## src/rtl/tone_voice_bank_pkg.sv

```systemverilog
// Shared types and constants for the tone voice bank: waveform codes, register
// select values, config-word field positions and the base note pitch table.
package tone_pkg;

  typedef enum logic [1:0] {
    WAVE_TRI    = 2'd0,
    WAVE_SAW    = 2'd1,
    WAVE_SQUARE = 2'd2,
    WAVE_HOLD   = 2'd3
  } wave_t;

  typedef enum logic [1:0] {
    SEQ_IDLE = 2'd0,
    SEQ_RUN  = 2'd1,
    SEQ_DONE = 2'd2
  } seq_state_t;

  localparam logic SEL_PHASE  = 1'b0;
  localparam logic SEL_CONFIG = 1'b1;

  localparam int CFG_ENABLE_BIT = 11;
  localparam int CFG_WAVE_LSB   = 8;
  localparam int CFG_OCTAVE_LSB = 3;
  localparam int CFG_NOTE_LSB   = 0;
  localparam int NOTE_BITS      = 3;

  function automatic logic [14:0] note_delta0(input logic [NOTE_BITS-1:0] note);
    logic [14:0] d;
    case (note)
      3'd0:    d = 15'h4000;
      3'd1:    d = 15'h6000;
      3'd2:    d = 15'h5000;
      3'd3:    d = 15'h4800;
      3'd4:    d = 15'h7800;
      3'd5:    d = 15'h6C00;
      3'd6:    d = 15'h5A00;
      default: d = 15'h5555;
    endcase
    return d;
  endfunction

endpackage

```

## src/rtl/tone_voice_bank_phase_step.sv

```systemverilog
// Combinational next-phase for one voice; shared by all voices through the top's voice mux.
// Triangle folds before the top two phase bits reach 11 (rising) or 00 (falling); hold never updates.
module tone_phase_step
  import tone_pkg::*;
#(
  parameter int PHASE_BITS = 16
) (
  input  logic [PHASE_BITS-1:0] phase,
  input  logic                  dir,
  input  logic [PHASE_BITS-1:0] delta,
  input  wave_t                 wave,
  output logic [PHASE_BITS-1:0] next_phase,
  output logic                  next_dir,
  output logic                  update
);

  logic [PHASE_BITS-1:0] sum;
  logic [PHASE_BITS-1:0] diff;

  assign sum  = phase + delta;
  assign diff = phase - delta;

  // dir: 0 = rising, 1 = falling; a fold keeps the phase and only turns around
  always_comb begin
    next_phase = phase;
    next_dir   = dir;
    update     = 1'b1;
    case (wave)
      WAVE_TRI: begin
        if (!dir) begin
          if (sum[PHASE_BITS-1 -: 2] == 2'b11) next_dir = 1'b1;
          else                                 next_phase = sum;
        end else begin
          if (diff[PHASE_BITS-1 -: 2] == 2'b00) next_dir = 1'b0;
          else                                  next_phase = diff;
        end
      end
      WAVE_SAW, WAVE_SQUARE: next_phase = sum;
      default:               update = 1'b0;
    endcase
  end

endmodule

```

## src/rtl/tone_voice_bank.sv

```systemverilog
// Multi-voice tone generator: one phase adder walks the voices per sample_req and sums them.
// Latency req -> sample_valid is NUM_VOICES+1 cycles; one request is queued while busy, more are dropped.
module tone_voice_bank
  import tone_pkg::*;
#(
  parameter  int NUM_VOICES  = 4,
  parameter  int PHASE_BITS  = 16,
  parameter  int OCTAVE_BITS = 4,
  localparam int VOICE_BITS  = $clog2(NUM_VOICES),
  localparam int OUT_BITS    = PHASE_BITS + VOICE_BITS
) (
  input  logic                  clk,
  input  logic                  reset,
  input  logic                  reg_we,
  input  logic [VOICE_BITS:0]   reg_addr,
  input  logic [15:0]           reg_wdata,
  input  logic                  sample_req,
  output logic [OUT_BITS-1:0]   sample_out,
  output logic                  sample_valid,
  output logic                  busy
);

  logic [PHASE_BITS-1:0]  phase_q [NUM_VOICES];
  logic                   dir_q   [NUM_VOICES];
  logic                   en_q    [NUM_VOICES];
  wave_t                  wave_q  [NUM_VOICES];
  logic [OCTAVE_BITS-1:0] oct_q   [NUM_VOICES];
  logic [NOTE_BITS-1:0]   note_q  [NUM_VOICES];

  seq_state_t            state_q, state_d;
  logic [VOICE_BITS-1:0] voice_q;
  logic [OUT_BITS-1:0]   acc_q;
  logic                  pending_q;
  logic                  start, run, last_voice;

  logic [VOICE_BITS-1:0] wr_voice;
  logic                  wr_sel;
  logic [15:0]           delta_full;
  logic [PHASE_BITS-1:0] cur_phase, cur_delta, contrib, step_phase;
  logic                  step_dir, step_update;
  logic [OUT_BITS-1:0]   acc_sum;

  assign wr_voice   = reg_addr[VOICE_BITS:1];
  assign wr_sel     = reg_addr[0];
  assign last_voice = (voice_q == VOICE_BITS'(NUM_VOICES - 1));

  assign cur_phase  = phase_q[voice_q];
  assign delta_full = {1'b0, note_delta0(note_q[voice_q])} >> ~oct_q[voice_q];
  assign cur_delta  = PHASE_BITS'(delta_full);

  always_comb begin
    contrib = '0;
    if (en_q[voice_q]) begin
      if (wave_q[voice_q] == WAVE_SQUARE) contrib = {PHASE_BITS{cur_phase[PHASE_BITS-1]}};
      else                                contrib = cur_phase;
    end
  end

  assign acc_sum = acc_q + OUT_BITS'(contrib);

  tone_phase_step #(.PHASE_BITS(PHASE_BITS)) u_step (
    .phase      (cur_phase),
    .dir        (dir_q[voice_q]),
    .delta      (cur_delta),
    .wave       (wave_q[voice_q]),
    .next_phase (step_phase),
    .next_dir   (step_dir),
    .update     (step_update)
  );

  always_ff @(posedge clk) begin
    if (reset) state_q <= SEQ_IDLE;
    else       state_q <= state_d;
  end

  always_comb begin
    state_d = state_q;
    case (state_q)
      SEQ_IDLE: if (sample_req || pending_q) state_d = SEQ_RUN;
      SEQ_RUN:  if (last_voice) state_d = SEQ_DONE;
      default:  state_d = SEQ_IDLE;
    endcase
  end

  // busy also covers IDLE with a queued request, which restarts on the next edge
  always_comb begin
    sample_valid = 1'b0;
    busy         = pending_q;
    start        = 1'b0;
    run          = 1'b0;
    case (state_q)
      SEQ_IDLE: start = sample_req || pending_q;
      SEQ_RUN:  begin run = 1'b1; busy = 1'b1; end
      SEQ_DONE: begin sample_valid = 1'b1; busy = 1'b1; end
      default:  ;
    endcase
  end

  // sample_out is loaded with the final sum on entry to DONE so it is stable while sample_valid is high
  always_ff @(posedge clk) begin
    if (reset) begin
      voice_q    <= '0;
      acc_q      <= '0;
      pending_q  <= 1'b0;
      sample_out <= '0;
    end else begin
      if (sample_req && busy) pending_q <= 1'b1;
      else if (start)         pending_q <= 1'b0;
      if (start) begin
        voice_q <= '0;
        acc_q   <= '0;
      end else if (run) begin
        voice_q <= voice_q + 1'b1;
        acc_q   <= acc_sum;
        if (last_voice) sample_out <= acc_sum;
      end
    end
  end

  // A register write to the voice in its slot wins and suppresses that voice's phase step
  always_ff @(posedge clk) begin
    for (int i = 0; i < NUM_VOICES; i++) begin
      if (reset) begin
        phase_q[i] <= {1'b1, {(PHASE_BITS-1){1'b0}}};
        dir_q[i]   <= 1'b0;
        en_q[i]    <= 1'b0;
        wave_q[i]  <= WAVE_TRI;
        oct_q[i]   <= '0;
        note_q[i]  <= '0;
      end else if (reg_we && wr_voice == VOICE_BITS'(i)) begin
        if (wr_sel == SEL_PHASE) begin
          phase_q[i] <= PHASE_BITS'(reg_wdata);
        end else begin
          en_q[i]   <= reg_wdata[CFG_ENABLE_BIT];
          wave_q[i] <= wave_t'(reg_wdata[CFG_WAVE_LSB +: 2]);
          oct_q[i]  <= reg_wdata[CFG_OCTAVE_LSB +: OCTAVE_BITS];
          note_q[i] <= reg_wdata[CFG_NOTE_LSB +: NOTE_BITS];
        end
      end else if (run && voice_q == VOICE_BITS'(i) && en_q[i] && step_update) begin
        phase_q[i] <= step_phase;
        dir_q[i]   <= step_dir;
      end
    end
  end

endmodule

```

## config.mk

```make
export PLATFORM = sky130hd
export DESIGN_NAME = tone_voice_bank
export DESIGN_NICKNAME = d
export VERILOG_FILES = /design/src/rtl/tone_voice_bank_pkg.sv /design/src/rtl/tone_voice_bank_phase_step.sv /design/src/rtl/tone_voice_bank.sv
export SDC_FILE = /design/constraint.sdc
export NUM_CORES = 1
export LEC_CHECK = 0
export ABC_AREA = 1
export CORE_UTILIZATION = 57
export CTS_CLUSTER_DIAMETER = 80
export DETAILED_ROUTE_END_ITERATION = 6
export PLACE_DENSITY = 0.78
export REMOVE_ABC_BUFFERS = 1
export SLEW_MARGIN = 10
export SYNTH_ARGS = -nofsm -noshare
export SYNTH_HDL_FRONTEND = slang
export SYNTH_SLANG_ARGS = --single-unit
```

## constraint.sdc

```tcl
create_clock -name clk -period 4.05 [get_ports clk]
set_clock_uncertainty 0.15 [all_clocks]
set_input_delay 0.405 -clock clk [delete_from_list [all_inputs] [get_ports clk]]
set_output_delay 0.405 -clock clk [all_outputs]
set_load 0.005 [all_outputs]
```

==> results.py <==
metrics = {
    "run_status": {
        "outcome": "finished, violations left",
        "failed_checks": "negative setup slack",
    },
    "cells_and_area": {
        "synthToLayoutAreaGrowth_pct": 25.0,
        "final_core_util_pct": 73.6,
        "finalNetCount": 1789,
        "fin_cells": 1984,
        "n_antenna_cell": 0,
        "drive_gt1_share_pct": 25.7,
    },
    "place": {
        "dp_hpwl_um": 23800,
        "gp_routability_congestion": 1.01,
        "pre_cts_ws_ns": -0.142,
        "dp.cells": 1935,
        "io_buffers": 42,
    },
    "route": {
        "drcViolationCount": 0,
        "wl_per_cell_um": 17.5,
        "vias": 11420,
        "vias_per_cell": 5.76,
        "wl_um": 34800,
        "firstDrtPassIters": 5,
        "drtIter0Drc": 1161,
        "ant_nets": 0,
    },
    "logic_synthesis": {
        "synth_area_leader_cell": "edfxtp_1",
        "yosysSeqAreaShare_pct": 35.5,
        "synthesis.area_mm2": 0.0116,
        "yosysUniqueCellTypes": 48,
        "synth-seq-cells": 151,
        "synthTopCellsByArea": "edfxtp_1, nand2_1, dfxtp_1",
        "netlist_instances": 1573,
        "async_reset_ff_share_pct": 0,
        "synth_edf_count": 108,
        "syn_area_per_cell_um2": 7.35,
        "yosys_warnings": 0,
        "yosysTopAreaCellShare_pct": 28.0,
        "synth_top_cells_by_count": "nand2_1, inv_1, nor2_1",
        "synthFlopType": "edfxtp_1",
        "yosysMostFrequentCell": "nand2_1",
    },
    "clock_network": {
        "cts_max_level": 4,
        "root_buffer": "clkbuf_16",
        "clock_latency_ns": 0.44,
        "clock-sinks": 151,
        "cts_tree": "built",
        "cts_buffers": 17,
        "clock_path_buffers": 2,
        "clk_pin_slew_ns": 0.07,
    },
    "sta": {
        "fmax_ghz": 0.241,
        "setup_viol": 33,
        "worstMarginPinSlew_ns": 0.907,
        "fin_crit_ns": 4.15,
        "fin_crit_sh_pct": 103,
        "maxSlewHeadroom_pct": 39.5,
        "drv_slew": 0,
        "rsz0062_at_grt": "yes",
        "timing.hold.ws_ns": 0.327,
        "hold_viol_final": 0,
        "fin_ws_ns": -0.103,
    },
    "global_route": {
        "gr-total-overflow": 0,
        "antenna_found_initial": 0,
        "grt_pass1_vias": 10508,
        "grt_util_all_layers_pct": 33.1,
        "grt_max_degree": 33,
        "grt_pass1_wl_um": 52800,
    },
    "floorplan": {
        "die_area_mm2": 0.0209,
        "die_h_um": 144,
        "rows": 51,
        "boundaryPins": 43,
        "fp.dieW_um": 144,
        "start_util_pct": 58.8,
        "coreArea_mm2": 0.0197,
    },
    "critical_path": {
        "reg2reg_depth": 26,
        "critPathLaunchType": "flop",
        "critPathArrivalTime_ns": 4.17,
        "end_kind": "flop",
        "crit_type": "flop to flop",
        "rrSetupSlack_ns": -0.10,
        "r2r_end": "phase_q[2][2]",
        "crit_required_ns": 4.06,
        "path_max_fanout": 7,
    },
    "power": {
        "p_leak_nw": 6.53,
        "total_power_mw": 11.0,
        "ir_drop_mv": 0.392,
        "p_per_area_mw_per_mm2": 763,
    },
    "min_path": {
        "hp-class": "flop to flop",
        "min-delay-start": "acc_q[0]",
        "hold_path_depth": 2,
        "min_to": "acc_q[0]",
    },
    "job": {
        "maxCapViolCount": 0,
    },
}
state kept, by name, indices dropped and copies added, names as in the netlist, named ones only:
signal	count
sample_out	18
voice_q	2
state_q	2
phase_q	64
pending_q	1
dir_q	4
note_q	12
en_q	4
wave_q	8
acc_q	18
oct_q	16
routing by layer:
layer | vias to the layer above | part of all wire (%) | global-route usage (%)
li1 | 5433 | - | -
met1 | 5301 | 40 | 43.5
met2 | 580 | 47 | 55.5
met3 | 106 | 8.9 | 4.64
met4 | 0 | 3.3 | 11.6
met5 | - | 0 | 0
how the worst max path moves through the flow:
stage          start              to  cells past startpoint
6_report        flop   phase_q[2][2]                     26
5_1_grt         flop   phase_q[2][8]                     24
4_1_cts         flop   phase_q[2][4]                     27
3_5_place_dp    flop   phase_q[3][2]                     28
3_3_place_gp    flop  phase_q[2][11]                     28
2_1_floorplan   flop  phase_q[2][11]                     21
worst max-delay path: stages, from the launching register on:
cell     delay, ns
dfxtp_4       0.44
buf_6         0.14
nand2_4       0.05
a32oi_4       0.30
inv_4         0.11
buf_6         0.13
nor2_4        0.15
o31ai_4       0.08
o21ai_2       0.14
nand2_1       0.08
nand2_2       0.13
ha_4          0.17
inv_4         0.05
fa_2          0.42
nand4_1       0.13
nand3_2       0.10
nand2_2       0.10
nand2_2       0.07
nand2_4       0.10
nand2_8       0.09
buf_12        0.15
nand3_2       0.07
nand3_1       0.09
nand3_1       0.10
nand2_1       0.10
nand2_2       0.14
a21oi_2       0.08
cells by family after synthesis:
logic type | after synthesis | share of synthesized area, %
compound gates | 262 | 15.1
xor+xnor | 29 | 2.20
fa+ha+maj | 60 | 6.69
buf+inv | 269 | 10.2
flops | 151 | 35.5
simple gates | 802 | 30.4
through the flow:
step                      area (µm²)  setup TNS (ns)
after global placement         12900          -0.572
final                          14500           -1.31
after floorplan                11100          -84.10
after detailed placement       12900           -6.45
after global routing           14500          -13.62
after CTS                      13600               0
layout by cell type, fill, tap and decap left out, types with 5 or more instances in the layout:
master,n
inv_1,168
a21oi_2,23
clkdlybuf4s50_1,42
dfxtp_1,42
nor3_1,11
nor2_4,6
buf_12,5
inv_2,26
xor2_1,21
nand2_1,374
o211ai_1,8
ha_1,43
nor2_2,10
or2_2,7
nand2_4,15
nand2_2,50
o21bai_1,5
nor2_1,156
edfxtp_1,108
inv_6,7
xnor2_1,7
nand3_1,106
nand2_8,6
ha_4,13
o21ai_2,47
o21ai_0,47
buf_4,118
a32oi_2,8
a32oi_1,9
a21oi_1,79
o21ai_1,11
nand4_1,10
nand3_2,38
clkbuf_16,19
buf_6,14
what timing repair did:
item                                    CTS  global route
endpoints found under the setup margin   68            84
setup buffers                             1            12
pin swaps                                 3            61
hold buffers                              0             0
cloned                                    0             4
gates resized for setup                  27           177
power breakdown:
part / switching (mW) / internal, mW
logic: 4.66 / 2.90
registers: 0.0806 / 1.81
clock network: 0.707 / 0.873
total: 5.45 / 5.58
layout make-up:
type | count | area, µm²
fillers | 1468 | 5200
well taps | 265 | 332
flip-flops and latches | 151 | 4110
repair buffers | 182 | 1630
inverters | 199 | 764
clock inverters | 14 | 154
multi-input cells | 1154 | 7030
clock buffers | 18 | 429
repair inverters | 1 | 11.3
No activity file was read; power rests on OpenSTA's default activity.
